--- config.mk ---
export PLATFORM = sky130hd
export DESIGN_NAME = led_effect_ctrl
export DESIGN_NICKNAME = d
export VERILOG_FILES = /design/src/rtl/led_effect_ctrl.sv
export SDC_FILE = /design/constraint.sdc
export NUM_CORES = 1
export LEC_CHECK = 0
export BUFFER_PORTS_ARGS = -buffer_cell sky130_fd_sc_hd__buf_2
export CELL_PAD_IN_SITES_DETAIL_PLACEMENT = 1
export CELL_PAD_IN_SITES_GLOBAL_PLACEMENT = 1
export CORE_MARGIN = 3
export CORE_UTILIZATION = 43
export DETAILED_ROUTE_END_ITERATION = 8
export PLACE_DENSITY = 0.87
export SYNTH_ARGS = -nofsm -noshare
export SYNTH_HDL_FRONTEND = slang
export SYNTH_SLANG_ARGS = --single-unit
--- constraint.sdc ---
create_clock -name clk -period 2.5 [get_ports clk]
set_input_delay 0.375 -clock clk [delete_from_list [all_inputs] [get_ports clk]]
set_output_delay 0.375 -clock clk [all_outputs]
set_load 0.02 [all_outputs]
--- src/rtl/led_effect_ctrl.sv ---
// One-hot LED chaser: left-to-right then right-to-left sweep, repeated per run,
// stepped by an internal prescaler enable. Optional end-of-run blink: LED_BLINK_EN.
module led_effect_ctrl #(
  parameter int NUM_LED  = 8,
  parameter int TICK_DIV = 10,
  parameter int CNT_W    = 7,
  parameter int REP_W    = 4
) (
  input  logic               clk,
  input  logic               reset,
  input  logic               start,
  input  logic               stop,
  input  logic [1:0]         speed,
  input  logic [REP_W-1:0]   repeat_n,
  output logic [NUM_LED-1:0] led,
  output logic               busy,
  output logic               done,
  output logic               step_tick
);

  localparam int PW = $clog2(NUM_LED);
  localparam logic [PW-1:0] POS_MAX = PW'(NUM_LED - 1);

  typedef enum logic [2:0] {
    S_IDLE  = 3'd0,
    S_LR    = 3'd1,
    S_RL    = 3'd2,
`ifdef LED_BLINK_EN
    S_BLINK = 3'd3,
`endif
    S_DONE  = 3'd4
  } state_t;

  state_t             state, state_d;
  logic [CNT_W-1:0]   presc, presc_d;
  logic [PW-1:0]      pos, pos_d;
  logic [REP_W-1:0]   pass, pass_d;
  logic [REP_W-1:0]   rep_q, rep_d;
  logic [1:0]         speed_q, speed_d;
`ifdef LED_BLINK_EN
  logic [1:0]         blink_q, blink_d;
`endif

  logic [CNT_W-1:0]   period;
  logic               last;
  logic [NUM_LED-1:0] one_hot;

  assign period  = CNT_W'(TICK_DIV) << speed_q;
  assign last    = (presc == period - CNT_W'(1));
  assign one_hot = {{(NUM_LED-1){1'b0}}, 1'b1} << pos;

  // NOTE: every output and next-state value gets a default before the case,
  // so no path through this block can leave a variable unassigned (no latches).
  always_comb begin
    state_d   = state;
    presc_d   = presc;
    pos_d     = pos;
    pass_d    = pass;
    rep_d     = rep_q;
    speed_d   = speed_q;
`ifdef LED_BLINK_EN
    blink_d   = blink_q;
`endif
    led       = '0;
    busy      = 1'b1;
    done      = 1'b0;
    step_tick = 1'b0;

    case (state)
      S_IDLE: begin
        busy    = 1'b0;
        presc_d = '0;
        if (start && !stop) begin
          state_d = S_LR;
          speed_d = speed;
          rep_d   = (repeat_n == '0) ? REP_W'(1) : repeat_n;
          pass_d  = REP_W'(1);
          pos_d   = POS_MAX;
        end
      end

      S_LR: begin
        led       = one_hot;
        step_tick = last;
        presc_d   = last ? '0 : presc + 1'b1;
        if (last) begin
          // Bit 0 stays lit into RL, so the turnaround LED shows for two steps.
          if (pos == '0) state_d = S_RL;
          else           pos_d   = pos - 1'b1;
        end
      end

      S_RL: begin
        led       = one_hot;
        step_tick = last;
        presc_d   = last ? '0 : presc + 1'b1;
        if (last) begin
          if (pos != POS_MAX) begin
            pos_d = pos + 1'b1;
          end else if (pass < rep_q) begin
            // pass < rep_q guarantees the increment cannot wrap.
            pass_d  = pass + 1'b1;
            state_d = S_LR;
          end else begin
`ifdef LED_BLINK_EN
            state_d = S_BLINK;
            blink_d = '0;
`else
            state_d = S_DONE;
`endif
          end
        end
      end

`ifdef LED_BLINK_EN
      S_BLINK: begin
        led       = blink_q[0] ? '0 : '1;
        step_tick = last;
        presc_d   = last ? '0 : presc + 1'b1;
        if (last) begin
          if (blink_q == 2'd3) state_d = S_DONE;
          else                 blink_d = blink_q + 1'b1;
        end
      end
`endif

      S_DONE: begin
        done    = 1'b1;
        state_d = S_IDLE;
      end

      default: begin
        busy    = 1'b0;
        state_d = S_IDLE;
      end
    endcase

    // Abort beats any step transition computed above.
    if (stop && state != S_IDLE) begin
      state_d = S_IDLE;
      presc_d = '0;
    end
  end

  // NOTE: state registers use non-blocking assignments so every register
  // samples the values from before this edge, independent of statement order.
  // NOTE: the asynchronous reset clears every register, including the latched
  // run settings, so nothing carries over from an interrupted run.
  always_ff @(posedge clk or posedge reset) begin
    if (reset) begin
      state   <= S_IDLE;
      presc   <= '0;
      pos     <= '0;
      pass    <= '0;
      rep_q   <= '0;
      speed_q <= '0;
`ifdef LED_BLINK_EN
      blink_q <= '0;
`endif
    end else begin
      state   <= state_d;
      presc   <= presc_d;
      pos     <= pos_d;
      pass    <= pass_d;
      rep_q   <= rep_d;
      speed_q <= speed_d;
`ifdef LED_BLINK_EN
      blink_q <= blink_d;
`endif
    end
  end

endmodule

==> out/metrics.cfg, run 1 <==
[floorplan]
die_width_um = 67.20
ios = 21
floorplan.initialDensity = 0.4643
die_y_um = 67.20
std_cell_rows = 21
coreArea_um2 = 3468
dieArea_um2 = 4515

[clocking]
cts.clk_slew.worst_paths_ps = 80
clock_path_buffers = 2
cts.sinks = 23
cts_tree = built
h-tree-depth = 1
clock_latency_ps = 260
cts_buffers = 3
clockRootBuffer = clkbuf_8

[critical_path]
end_kind = output pin
critPathRequiredTime_ps = 2120
crit_path_start_kind = flop
crit_path_max_fanout = 7
criticalPathCategory = flop to output pin
arrival_ps = 1980

[timing]
max_freq_mhz = 424.9
tightest_slew_ps = 912.6
setup_viol = 0
min_period_over_period = 0.9414
finalHoldViolCount = 0
relSlewSlack = 0.3909
whs_ps = 294.0
fin_setup_tns_ps = 0
final-max-slew-violation-count = 0
min_period_ps = 2354
skew_ps = 5.681

[power_and_ir_drop]
total_leakage_power_nw = 0.8666
p_total_mw = 1.421
pwr_density_cell_nw_per_um2 = 753.1
ir_worst_vdd_mv = 0.3893

[logic_synthesis]
ys_types = 51
synth.avg_cell_area_um2 = 8.848
synth_nets = 203
synth-seq-cells = 23
seq_area_frac_synth = 0.3574
dominantRegCellSynth = dfrtp_1
yosys_warnings = 0
synth_edf_count = 0
syn_area_um2 = 1610
syn-instance-count = 182
ys_async_sr_fraction = 1.000

[detailed_routing]
wire_per_inst_um = 16.36
drt_iter0_drc = 66
drt_drc_violations_left = 0
vias = 1407
via_per_inst = 5.518
drt-pass1-iter-count = 4
ant_nets = 0
wirelength_mm = 4.171

[global_routing]
met3_usage = 0.03494
grt_overflow_total = 0
antenna_found_initial = 0
met2_usage = 0.3264
grt.total_usage = 0.1996
top_usage_layer = met2
grt_pass1_wl_mm = 6.913
grt_pass1_vias = 1443
grt_max_degree = 24
grt_use_met1 = 0.2708

[placed_design]
dpl.hpwl_mm = 3.160
dpl.cell_count = 246
place_congestion = 0.8559
io_buffer_count = 20

[layout]
layout-drive-gt1-share = 0.2344
final_common_cell = dfrtp_1
areaGrowthSynthToFinish_pct = 17.17
final_cell_mix = dfrtp_1 (23), nor2_1 (19), buf_2 (19)
n_antenna_cell = 0
stdcell_count = 255
nNetsFinal = 231

[worst_hold_path]
hold_class = input pin to async pin

[outcome]
outcome = finished, final reports clean

[flow_run]
maxCapViolCount = 0

stage by stage:
stage                 util  worst slack (ps)  cell area, um^2
finish              0.5440             146.5             1887
global route        0.5440            -7.274             1887
detailed placement  0.5115             86.95             1774
global placement    0.5115             275.6             1774
CTS                 0.5245             102.1             1819
floorplan                -             385.0             1610
layout make-up:
class	instances	area, um^2
Tap cell	46	57.56
Inverter	12	45.04
Multi-Input combinational cell	139	974.7
Clock buffer	4	45.04
Timing Repair Buffer	31	188.9
Fill cell	418	1582
Sequential cell	23	575.6
state kept, by name (all words and copies together), names as in the netlist:
register / flops
pos: 3
speed_q: 2
state: 3
pass: 4
presc: 7
rep_q: 4
final timing paths:
path	from	to	slack, ps	cells past startpoint
max reg2reg	speed_q[1]	state[1]	150	7
min	reset	speed_q[0]	290	2
max in group asynchronous	reset	state[2]	1640	2
min in group clk	speed[0]	speed_q[0]	330	3
min reg2reg	rep_q[0]	rep_q[0]	560	2
max	speed_q[1]	step_tick	150	7
where the power goes:
group | total, mW | internal, mW | switching, mW
clock | 0.230 | 0.114 | 0.117
combinational | 0.692 | 0.287 | 0.405
sequential | 0.499 | 0.439 | 0.0594
total | 1.42 | 0.840 | 0.581
kinds of logic after synthesis:
logic type / share of synthesized area
xor gates and xnor gates: 0.05439
adders and majority gates: 0.09013
muxes: 0.02020
buffers and inverters: 0.05205
AOI/OAI and AO/OA: 0.1741
and+or+nand+nor: 0.2518
DFF: 0.3574
layer usage:
metal / part of all wire / vias up
li1: - / 687
met3: 0.019 / 8
met2: 0.50 / 17
met1: 0.46 / 695
met5: 0 / -
met4: 0.016 / 0
repair_timing:
item | in CTS | in global routing
resized for setup | 0 | 7
setup endpoints to repair | 0 | 3
setup buffers | 0 | 5
hold buffers | 0 | 0
cells in the mapped netlist (all sizes together), types with 2 or more instances:
master / instances / area, um^2
nand2b: 7 / 51.30
a21boi: 3 / 22.52
clkbuf: 6 / 22.52
nor2b: 3 / 21.27
inv: 12 / 45.04
or4: 3 / 22.52
and3: 3 / 18.77
nand4: 2 / 18.77
or2: 3 / 18.77
xor2: 8 / 70.07
nand2: 18 / 67.56
xnor2: 2 / 17.52
mux2: 2 / 22.52
dfrtp: 23 / 575.6
ha: 10 / 125.1
a32o: 2 / 20.02
o31ai: 2 / 15.01
o21ai: 10 / 53.80
buf: 2 / 16.26
nor3: 6 / 30.03
nor2: 20 / 75.07
nand3: 5 / 25.02
o32a: 2 / 20.02
a21oi: 7 / 35.03
worst max-delay path, stage by stage, from the launching register on:
cell     delay (ps)
dfrtp_1         420
buf_4           140
ha_1            190
xor2_1          160
nor3_1          230
nand4_2         270
nor2_2          160
buf_4           150
No activity file was read; power rests on OpenSTA's default activity.
==> run 2: changes to the inputs <==
==> config.mk (replaced) <==
export PLATFORM = sky130hd
export DESIGN_NAME = led_effect_ctrl
export DESIGN_NICKNAME = d
export VERILOG_FILES = /design/src/rtl/led_effect_ctrl.sv
export SDC_FILE = /design/constraint.sdc
export NUM_CORES = 1
export LEC_CHECK = 0
export ABC_AREA = 0
export BUFFER_PORTS_ARGS = -buffer_cell sky130_fd_sc_hd__buf_2
export CORE_MARGIN = 3
export CORE_UTILIZATION = 57
export DETAILED_ROUTE_END_ITERATION = 8
export PLACE_DENSITY_LB_ADDON = 0.3
export SYNTH_ARGS = -nofsm -noshare
export SYNTH_HDL_FRONTEND = slang
export SYNTH_SLANG_ARGS = --single-unit
==> run 2 against run 1 <==
Clock power down 24%. Count of clock-buffer cells in the layout unchanged. Sequential power grew 2%. Setup slack lost 83 ps. Die area fell by 23%. Critical endpoint unchanged. Cell count is 8.2% lower. Non-clock buffer count decreased by 5. Worst hold slack worse by 72 ps. Power decreased by 4.4%. Register-to-register slack better by 20 ps.
==> out/metrics.cfg, run 2 (synthesis results as in run 1) <==
[outcome]
outcome = finished, final reports clean

[timing]
whs_ps = 222.1  ; -71.93 ps
max_freq_mhz = 410.4  ; -3.4%
final-max-slew-violation-count = 0  ; unchanged
min_period_ps = 2436  ; +82.97 ps
skew_ps = 7.944  ; +2.263 ps
tightest_slew_ps = 887.4  ; -25.16 ps
setup_viol = 0  ; unchanged
rsz0062_at_grt = true
min_period_over_period = 0.9746  ; +0.03319
relSlewSlack = 0.4077  ; +0.01679
fin_ws_ps = 63.50  ; -82.97 ps
finalHoldViolCount = 0  ; unchanged
fin_setup_tns_ps = 0  ; unchanged

[clocking]
clockRootBuffer = clkbuf_4
cts_hold_buf = 0  ; unchanged
clock_latency_ps = 310  ; +50 ps
cts.clk_slew.worst_paths_ps = 130  ; +50 ps
cts_tree = built
cts.sinks = 23  ; unchanged
h-tree-depth = 1  ; unchanged
cts_buffers = 3  ; unchanged
clock_path_buffers = 2  ; unchanged

[critical_path]
regToRegEndpoint = state[1]
cp-endpoint = step_tick
crit_path_max_fanout = 7  ; unchanged
arrival_ps = 2060  ; +80 ps
crit_path_start_kind = flop
r2r_cells = 8  ; +1
timing.rr.start = speed_q[1]
criticalPathCategory = flop to output pin
reg2reg_slack_ps = 170  ; +20 ps
critPathRequiredTime_ps = 2120  ; about the same
end_kind = output pin
crit_start = speed_q[1]

[floorplan]
die_width_um = 59.15  ; -12%
die_y_um = 59.15  ; -12%
ios = 21  ; unchanged
floorplan.initialDensity = 0.6217  ; +0.1575
dieArea_um2 = 3499  ; -23%
std_cell_rows = 18  ; -14%
coreArea_um2 = 2590  ; -25%

[layout]
fin_area_um2 = 1809  ; -4.1%
areaGrowthSynthToFinish_pct = 12.35
largest-register = presc
top_regs = presc: 7 flops, pass: 4 flops, rep_q: 4 flops
final_cell_mix = dfrtp_1 (22), nor2_1 (20), buf_2 (19)
final_common_cell = dfrtp_1
nNetsFinal = 226  ; -2.2%
largest_reg_flops = 7  ; unchanged
utilization = 0.6986  ; +0.1545
n_antenna_cell = 0  ; unchanged
layout-drive-gt1-share = 0.2108  ; -0.02367

[power_and_ir_drop]
p_clk_frac = 0.128  ; -0.034
p_sw_mw = 0.5739  ; -1.2%
total_leakage_power_nw = 0.8265  ; -4.6%
ir_worst_vdd_mv = 0.5850  ; +50%
internal-power_mw = 0.7843  ; -6.6%
pwr_density_cell_nw_per_um2 = 750.7  ; -0.32%
pwr-share-seq = 0.376  ; +0.025
swShare = 0.4225  ; +0.01357
combPwrFrac = 0.496  ; +0.009

[global_routing]
grt_max_degree = 24  ; unchanged
grt_pass1_vias = 1368  ; -5.2%
grt_pass1_wl_mm = 6.120  ; -11%
antenna_found_initial = 0  ; unchanged
grt.total_usage = 0.2280  ; +0.02838
grt_overflow_total = 0  ; unchanged

[placed_design]
place_area_um2 = 1747  ; -1.6%
place_congestion = 0.7759  ; -9.3%
dpl.hpwl_mm = 2.680  ; -15%
pre_cts_ws_ps = 130.6  ; +43.62 ps
io_buffer_count = 20  ; unchanged

[detailed_routing]
drt_drc_violations_left = 0  ; unchanged
vias = 1420  ; +0.92%
wire_per_inst_um = 15.35  ; -6.2%
drt_iter0_drc = 63  ; -4.5%
via_per_inst = 6.068  ; +10%
drt-pass1-iter-count = 4  ; unchanged
wirelength_mm = 3.591  ; -14%
ant_nets = 0  ; unchanged

[flow_run]
maxCapViolCount = 0  ; unchanged

[worst_hold_path]
hold_class = input pin to async pin

## run 2: through the flow
step	instances	total power [mW]
after floorplan	182	0.9643
after global placement	229	1.095
after detailed placement	229	1.132
after CTS	234	1.336
after global routing	234	1.466
final	234	1.358
## run 2: area by class of cell
class / instances / area [um^2]
Inverter: 12 / 45.04
Timing Repair Buffer: 26 / 147.6
Sequential cell: 23 / 576.8
Multi-Input combinational cell: 139 / 975.9
Clock buffer: 4 / 26.28
Tap cell: 30 / 37.54
Fill cell: 209 / 780.7
## run 2: how the worst min path moves through the flow
stage             start       end  slack [ps]  cells after the start
2_1_floorplan     reset   pass[0]         380                      1
3_3_place_gp   rep_q[0]  rep_q[0]         520                      2
3_5_place_dp   rep_q[0]  rep_q[0]         530                      2
4_1_cts           reset  rep_q[1]         240                      2
5_1_grt           reset  rep_q[1]         260                      2
6_report          reset  rep_q[1]         220                      2
## run 2: power by group through the flow
stage	logic [mW]	clock network, mW	registers (mW)
after floorplan	0.471	0	0.493
after global placement	0.585	0	0.509
after detailed placement	0.617	0	0.515
after CTS	0.648	0.179	0.510
after global routing	0.749	0.194	0.523
final	0.674	0.174	0.511
## run 2: critical path, stage by stage (launching register included)
cell	delay (ps)
dfrtp_1	400
inv_1	100
ha_1	240
xnor2_2	170
mux2i_2	290
nand4_4	120
buf_4	180
nor2_1	110
buf_4	150
## run 2: timing repair
action / in CTS / in global routing
resized for setup: 2 / 4
cloned: 0 / 0
buffers inserted: 1 / 0
setup endpoints to repair: 1 / 3
pin swaps: 1 / 0
## run 2: layer usage
layer | share of wire | up-vias | routed length [um] | global-route usage
met2 | 0.52 | 32 | 1850 | 0.3738
li1 | - | 678 | - | -
met4 | 0.022 | 0 | 78 | 0.07767
met1 | 0.42 | 702 | 1519 | 0.2956
met3 | 0.040 | 8 | 142 | 0.05229
met5 | 0 | - | 0 | 0
